### src/rtl/door_exit_ctrl.sv
// door_exit_ctrl: sequences the two level-exit doors.
// The per-door animation frames follow the player-overlap flags. The level is
// declared done once both doors are fully open and both players have held on
// them for HOLD_FRAMES ticks.
// Optional build macro DOOR_KEY_EN adds the key_ok input. When key_ok is low,
// the doors may not open and the hold phase cannot start or continue.
module door_exit_ctrl #(
    parameter int ANIM_DIV    = 4,
    parameter int OPEN_FRAMES = 8,
    parameter int HOLD_FRAMES = 30
) (
    input  logic                           frame_clk,
    input  logic                           RESET,
    input  logic [1:0]                     reach,
`ifdef DOOR_KEY_EN
    input  logic                           key_ok,
`endif
    input  logic                           next_level,
    output logic [$clog2(OPEN_FRAMES)-1:0] door_frame0,
    output logic [$clog2(OPEN_FRAMES)-1:0] door_frame1,
    output logic [1:0]                     door_open,
    output logic                           exiting,
    output logic                           level_done
);

    localparam int FW = $clog2(OPEN_FRAMES);
    localparam int DW = $clog2(ANIM_DIV + 1);
    localparam int HW = $clog2(HOLD_FRAMES + 1);

    localparam logic [FW-1:0] FRAME_MAX = FW'(OPEN_FRAMES - 1);
    localparam logic [DW-1:0] DIV_MAX   = DW'(ANIM_DIV - 1);
    localparam logic [HW-1:0] HOLD_MAX  = HW'(HOLD_FRAMES - 1);

    typedef enum logic [1:0] {
        ST_IDLE   = 2'd0,
        ST_HOLD   = 2'd1,
        ST_LOCKED = 2'd2
    } state_t;

    state_t        state_q, state_d;
    logic [FW-1:0] frame0_q, frame0_d;
    logic [FW-1:0] frame1_q, frame1_d;
    logic [DW-1:0] div_q, div_d;
    logic [HW-1:0] hold_q, hold_d;
    logic [1:0]    door_open_q, door_open_d;
    logic          exiting_q, exiting_d;
    logic          level_done_q, level_done_d;

    logic          key_s;
    logic          step_s;
    logic          both_s;
    logic [DW-1:0] div_next_s;

`ifdef DOOR_KEY_EN
    assign key_s = key_ok;
`else
    assign key_s = 1'b1;
`endif

    assign step_s     = (div_q == DIV_MAX);
    assign div_next_s = step_s ? {DW{1'b0}} : (div_q + DW'(1));
    assign both_s     = (reach == 2'b11) && key_s;

    // Opening is gated by key availability; closing never is.
    // Both ends saturate, so the frame never wraps.
    function automatic logic [FW-1:0] anim_step(input logic [FW-1:0] frame,
                                                input logic          near,
                                                input logic          key,
                                                input logic          step);
        logic [FW-1:0] res;
        res = frame;
        if (step) begin
            if (near) begin
                if (key && (frame != FRAME_MAX)) begin
                    res = frame + FW'(1);
                end else begin
                    res = frame;
                end
            end else if (frame != {FW{1'b0}}) begin
                res = frame - FW'(1);
            end else begin
                res = frame;
            end
        end else begin
            res = frame;
        end
        return res;
    endfunction

    // Next-state, counters and output decode for the door sequencer
    always_comb begin
        state_d  = state_q;
        frame0_d = frame0_q;
        frame1_d = frame1_q;
        div_d    = div_q;
        hold_d   = hold_q;
        case (state_q)
            ST_IDLE: begin
                div_d    = div_next_s;
                frame0_d = anim_step(frame0_q, reach[0], key_s, step_s);
                frame1_d = anim_step(frame1_q, reach[1], key_s, step_s);
                hold_d   = {HW{1'b0}};
                if ((door_open_q == 2'b11) && both_s) begin
                    state_d = ST_HOLD;
                end else begin
                    state_d = ST_IDLE;
                end
            end
            ST_HOLD: begin
                div_d    = div_next_s;
                frame0_d = anim_step(frame0_q, reach[0], key_s, step_s);
                frame1_d = anim_step(frame1_q, reach[1], key_s, step_s);
                if (!both_s) begin
                    state_d = ST_IDLE;
                    hold_d  = {HW{1'b0}};
                end else if (hold_q == HOLD_MAX) begin
                    state_d = ST_LOCKED;
                    hold_d  = hold_q;
                end else begin
                    state_d = ST_HOLD;
                    hold_d  = hold_q + HW'(1);
                end
            end
            ST_LOCKED: begin
                // Doors stay fully open and reach is ignored until rearmed.
                if (next_level) begin
                    state_d  = ST_IDLE;
                    frame0_d = {FW{1'b0}};
                    frame1_d = {FW{1'b0}};
                    div_d    = {DW{1'b0}};
                    hold_d   = {HW{1'b0}};
                end else begin
                    state_d  = ST_LOCKED;
                    frame0_d = FRAME_MAX;
                    frame1_d = FRAME_MAX;
                end
            end
            default: begin
                state_d  = ST_IDLE;
                frame0_d = {FW{1'b0}};
                frame1_d = {FW{1'b0}};
                div_d    = {DW{1'b0}};
                hold_d   = {HW{1'b0}};
            end
        endcase
        door_open_d  = {(frame1_d == FRAME_MAX), (frame0_d == FRAME_MAX)};
        exiting_d    = (state_d == ST_HOLD);
        level_done_d = (state_q == ST_HOLD) && (state_d == ST_LOCKED);
    end

    // State, counters and registered outputs
    always_ff @(posedge frame_clk or posedge RESET) begin
        if (RESET) begin
            state_q      <= ST_IDLE;
            frame0_q     <= {FW{1'b0}};
            frame1_q     <= {FW{1'b0}};
            div_q        <= {DW{1'b0}};
            hold_q       <= {HW{1'b0}};
            door_open_q  <= 2'b00;
            exiting_q    <= 1'b0;
            level_done_q <= 1'b0;
        end else begin
            state_q      <= state_d;
            frame0_q     <= frame0_d;
            frame1_q     <= frame1_d;
            div_q        <= div_d;
            hold_q       <= hold_d;
            door_open_q  <= door_open_d;
            exiting_q    <= exiting_d;
            level_done_q <= level_done_d;
        end
    end

    assign door_frame0 = frame0_q;
    assign door_frame1 = frame1_q;
    assign door_open   = door_open_q;
    assign exiting     = exiting_q;
    assign level_done  = level_done_q;

endmodule

### config.mk
export PLATFORM = sky130hd
export DESIGN_NAME = door_exit_ctrl
export DESIGN_NICKNAME = d
export VERILOG_FILES = /design/src/rtl/door_exit_ctrl.sv
export SDC_FILE = /design/constraint.sdc
export NUM_CORES = 1
export LEC_CHECK = 0
export BUFFER_PORTS_ARGS = -buffer_cell sky130_fd_sc_hd__clkbuf_2
export CAP_MARGIN = 40
export CORE_MARGIN = 3
export CORE_UTILIZATION = 42
export DETAILED_ROUTE_END_ITERATION = 10
export GPL_ROUTABILITY_DRIVEN = 0
export HOLD_SLACK_MARGIN = 0.1
export PLACE_DENSITY_LB_ADDON = 0.25
export RECOVER_POWER = 100
export SLEW_MARGIN = 40
export SYNTH_ARGS = -nofsm -noshare
export SYNTH_HDL_FRONTEND = slang
export SYNTH_SLANG_ARGS = --single-unit
### constraint.sdc
create_clock -name frame_clk -period 3.8 [get_ports frame_clk]
set_clock_uncertainty 0.05 [all_clocks]
set_input_delay 0.76 -clock frame_clk [delete_from_list [all_inputs] [get_ports frame_clk]]
set_output_delay 0.76 -clock frame_clk [all_outputs]
set_load 0.01 [all_outputs]
; ---- Word-level counts from Yosys, hierarchy flattened
; Index checks and enable logic that the tools add are counted.
[word_totals]
ff_bits = 20
inputBits = 5
out_inout_bits = 10
elab_cells = 58
[op_classes]
addsub = 6
n_eq_ne = 14
muxes = 23
reduce_logical = 7
[op_table]
columns = op, count
row1 = $mux 3, 11
row2 = $pmux 3 s2, 3
row3 = $mux 5, 3
row4 = $pmux 5 s2, 1
row5 = $add 3x1->3 const B, 3
row6 = $ne 3x3->1 const B, 3
row7 = $eq 2x2->1 const B, 4
row8 = $eq 3x3->1 const B, 2
row9 = $mux 2, 3
row10 = $pmux 2 s3, 1
row11 = $reduce_bool 3->1, 2
row12 = $sub 3x1->3 const B, 2
row13 = $add 5x1->5 const B, 1
row14 = $eq 5x5->1 const B, 1
row15 = $eq 2x1->1 const B, 2
row16 = $eq 3x2->1 const B, 1
row17 = $logic_and 1x1->1, 2
row18 = $logic_not 2->1, 1
row19 = $ne 2x2->1 const B, 1
row20 = $reduce_and 2->1, 1
row21 = $reduce_or 2->1, 1
row22 = $mux 1, 1

; ---- Depth between registers and ports, before layout
[depth]
word_depth = 6
ltp_mapped = 8
mapped_depth_nobuf = 8

; ---- Worst setup path after synthesis
; OpenSTA, ideal clock, no wires.
[synth_timing]
kind = in2reg
from = input port reach[0]
to = register door_open_q[0], in the netlist door_open[0]
setup_time_ns = 0.066
arrival_time_ns = 1.615
slack_ns = 2.069
path_stages = 5
n_path_buf = 1
cell_sequence = buf_2 o41ai_1 a21oi_1 o21ai_1 and3_1
[synth_between]
elab_chain_len = 4
[synth_lines]
columns = item, line
row1 = start: declaration, 14  ; input logic [1:0] reach,
row2 = $mux 3, 73  ; if (near) begin
row3 = $mux 3, 72  ; if (step) begin
row4 = $pmux 3 s2, 97  ; case (state_q)
row5 = named net frame0_d[2], 41  ; logic [FW-1:0] frame0_q, frame0_d;
row6 = $eq 3x3->1, 146  ; door_open_d = {(frame1_d == FRAME_MAX), (frame0_d == FRAME_MAX)};
row7 = named net door_open_d[0], 45  ; logic [1:0] door_open_q, door_open_d;
row8 = end signal: assignment, 168  ; door_open_q <= door_open_d;
row9 = end: declaration, 45
; The timed path passes the listed nets, and every way through them passes these cells.
; A chain may end at the register's enable or synchronous reset.

; ---- Worst setup path in the final report
[layout_timing]
from = register state_q[1]
to = register hold_q[1]
[layout_between]
elab_chain_len = 3
word_cells_on_any_way = 6
cone_classes = 4 x eq/ne / 1 x mux / 1 x reduce/logical
[layout_lines]
columns = item, line
row1 = start: declaration, 40  ; state_t state_q, state_d;
row2 = start signal: assignment, 163  ; state_q <= state_d;
row3 = $eq 2x1->1 / $eq 2x2->1 (equally long branches), 97
row4 = $ne 3x3->1 (no line) / $ne 2x2->1 (equally long branches), -
row5 = $reduce_and 2->1 (no line), -
row6 = end signal: assignment, 158  ; hold_q <= {HW{1'b0}};
row7 = end signal: assignment, 167  ; hold_q <= hold_d;
row8 = end: declaration, 44  ; logic [HW-1:0] hold_q, hold_d;
; Several ways; a longest one is shown, not always the timed one.

==> impl_metrics.json <==
{
  "outcome": "finished clean",
  "yosys.area.top_type": "dfrtp_1",
  "via_count": 835,
  "synth_edf_count": 0,
  "cts_buffers": 3,
  "ios": 15,
  "post-route-drc-count": 0,
  "slowest_stage": "or3_1",
  "setup_viol": 0,
  "wirelength_um": 1980,
  "detail_route.wl_per_cell_um": 12.7,
  "htree_levels": 1,
  "grt_pass1_wl_um": 3540,
  "ant_nets": 0,
  "nNetsFinal": 142,
  "slew_viol_final": 0,
  "finalCriticalPeriod_ns": 1.93,
  "p_per_area_nw_per_um2": 594,
  "arrival_ns": 2.10,
  "end_kind": "register",
  "core_area_um2": 2500,
  "fin_setup_tns_ns": 0,
  "cts_setup_buffers": 0,
  "first_iter_violations": 21,
  "grt_pass1_vias": 815,
  "path_clk_slew_ns": 0.11,
  "grt_start_max_net_pins": 21,
  "synth_cell_type_count": 36,
  "period_share_pct": 50.7,
  "crit_chain": "clkinvlp_2 -> or3_1 -> o21ai_0 -> nand2_1 -> o21ai_0",
  "hold_viol": 0,
  "vias_per_cell": 5.35,
  "clock_sinks": 20,
  "cp_max_fo": 11,
  "dp.cells": 152,
  "async_reset_ff_share_pct": 100,
  "synth_ff_type": "dfrtp_1",
  "yosys_warnings": 0,
  "hp-class": "in2async",
  "dp_hpwl_um": 1540,
  "io_buffers": 14,
  "place_area_um2": 1200,
  "critPathTopFamily": "simple AND/OR/NAND/NOR gates",
  "ys_seq_elements": 20,
  "cts_hold_buf": 0,
  "peakVddDrop_mv": 0.240,
  "synthesis.area_um2": 1120,
  "clockBufferDepth": 2,
  "finalNonFillerCells": 156,
  "synth_most_common_cell": "dfrtp_1",
  "yosysSeqAreaShare_pct": 44.6,
  "max_slew_margin_pct": 53.5,
  "cap_violations": 0,
  "initial_core_util_pct": 44.9,
  "r2r_slack_ns": 1.87,
  "cts_resized": 0,
  "insertion_delay_ns": 0.29,
  "timing.critical_path.buf_inv": 1,
  "fin_ws_ns": 1.87,
  "cts.root.buffer_cell": "clkbuf_4",
  "syn_avg_cell_area_um2": 10.1,
  "overflow": 0,
  "rows": 18,
  "synth_area_leaders": "dfrtp_1, ha_1, o21ai_1",
  "area_growth_pct": 7.02,
  "grtUsageTotal_pct": 13.4,
  "syn_nets": 126,
  "grt_setup_unrepaired": "no",
  "dieWidth_um": 57.7,
  "crit_type": "reg2reg",
  "die_y_um": 57.7,
  "critical-path-max-stage-delay_ns": 0.58,
  "synthTopCellsByCount": "dfrtp_1, ha_1, inv_1, nand2_1, o21ai_1",
  "cp_common_cell": "o21ai_0",
  "drive_above_1_share_pct": 9.52,
  "tightest_slew_ns": 0.693,
  "fillCellCount": 237,
  "dr.pass1.iters": 4,
  "antenna_found_initial": 0,
  "synth_cells": 111,
  "worst_ep_required_time_ns": 3.97,
  "dieArea_um2": 3330,
  "startpoint_type": "register",
  "final_area_um2": 1200,
  "antenna_cells": 0,
  "max_freq_ghz": 0.519,
  "place_ws_ns": 1.95,
  "cts_tree": "yes",
  "power.leakage_nw": 0.535,
  "synth.top_cell.area_share_pct": 44.6
}
[layer usage]
layer  part of all wire [%]  track usage (%)
met3                    3.1             2.00
met4                   0.66             4.97
met1                     48             18.3
met2                     48             21.6
met5                      0                0
[cells in the final DEF (no fill, tap or decap), types with 2 or more instances in the layout]
| cell type | n |
|---|---|
| dfrtp_1 | 20 |
| o21ai_0 | 10 |
| ha_1 | 10 |
| clkbuf_1 | 10 |
| nand2_1 | 9 |
| inv_1 | 8 |
| nor2_1 | 6 |
| a21oi_1 | 6 |
| clkbuf_2 | 4 |
| nand4_1 | 3 |
| nand2b_1 | 3 |
| clkbuf_4 | 3 |
| nand3_1 | 2 |
| o21a_1 | 2 |
| nor3_1 | 2 |
| o31ai_1 | 2 |
| xnor2_1 | 2 |
| and4_1 | 2 |
| o41ai_1 | 2 |
| o21ai_1 | 2 |
[layout make-up]
type                       count  area, um^2  area share [%]
inverter                      11        42.5            3.54
sequential                    20         500            41.7
timing repair buffer          14        57.6            4.79
tap                           30        37.5            3.13
clock buffer                   4        36.3            3.02
multi-input combinational     77         527            43.9
[power breakdown]
group          switching [mW]  internal [mW]
Clock                  0.0623         0.0584
Sequential             0.0404          0.263
Combinational           0.162          0.127
Total                   0.265          0.449
[registers in the layout, summed over array words and instances, names as in the netlist]
register     flops
div_q            3
state_q          2
hold_q           5
exiting          1
door_open        2
door_frame1      3
level_done       1
door_frame0      3
[path summary, 6_finish.rpt]
kind / depth (start not counted) / to / from
min: 2 / hold_q[3]$_DFFE_PP0P_ / RESET
min reg2reg: 1 / div_q[0]$_DFFE_PP0P_ / div_q[0]$_DFFE_PP0P_
max: 5 / hold_q[1]$_DFFE_PP0P_ / state_q[1]$_DFF_PP0_
max reg2reg: 5 / hold_q[1]$_DFFE_PP0P_ / state_q[1]$_DFF_PP0_
min in group frame_clk: 1 / div_q[0]$_DFFE_PP0P_ / div_q[0]$_DFFE_PP0P_
max in group asynchronous: 2 / state_q[0]$_DFF_PP0_ / RESET
[metrics by stage]
| stage | hold WS, ns | utilization, % | total power, mW |
|---|---|---|---|
| after detailed placement | 0.443 | 48.1 | 0.622 |
| final | 0.400 | 48.0 | 0.714 |
| after floorplan | 0.411 | - | 0.534 |
| after CTS | 0.463 | 49.5 | 0.747 |
| after global placement | 0.434 | 48.1 | 0.614 |
| after global routing | 0.430 | 48.0 | 0.778 |
[logic make-up (layout without fill, tap and decap cells)]
kind of cell | count (synthesis) | after routing | share of synthesized area [%]
buf+inv | 14 | 29 | 6.35
fa+ha+maj | 10 | 10 | 11.1
simple gates | 33 | 33 | 16.3
compound gates | 32 | 32 | 20.1
flops | 20 | 20 | 44.6
xor+xnor | 2 | 2 | 1.56
Note: power is estimated with default switching activity, not from simulation.
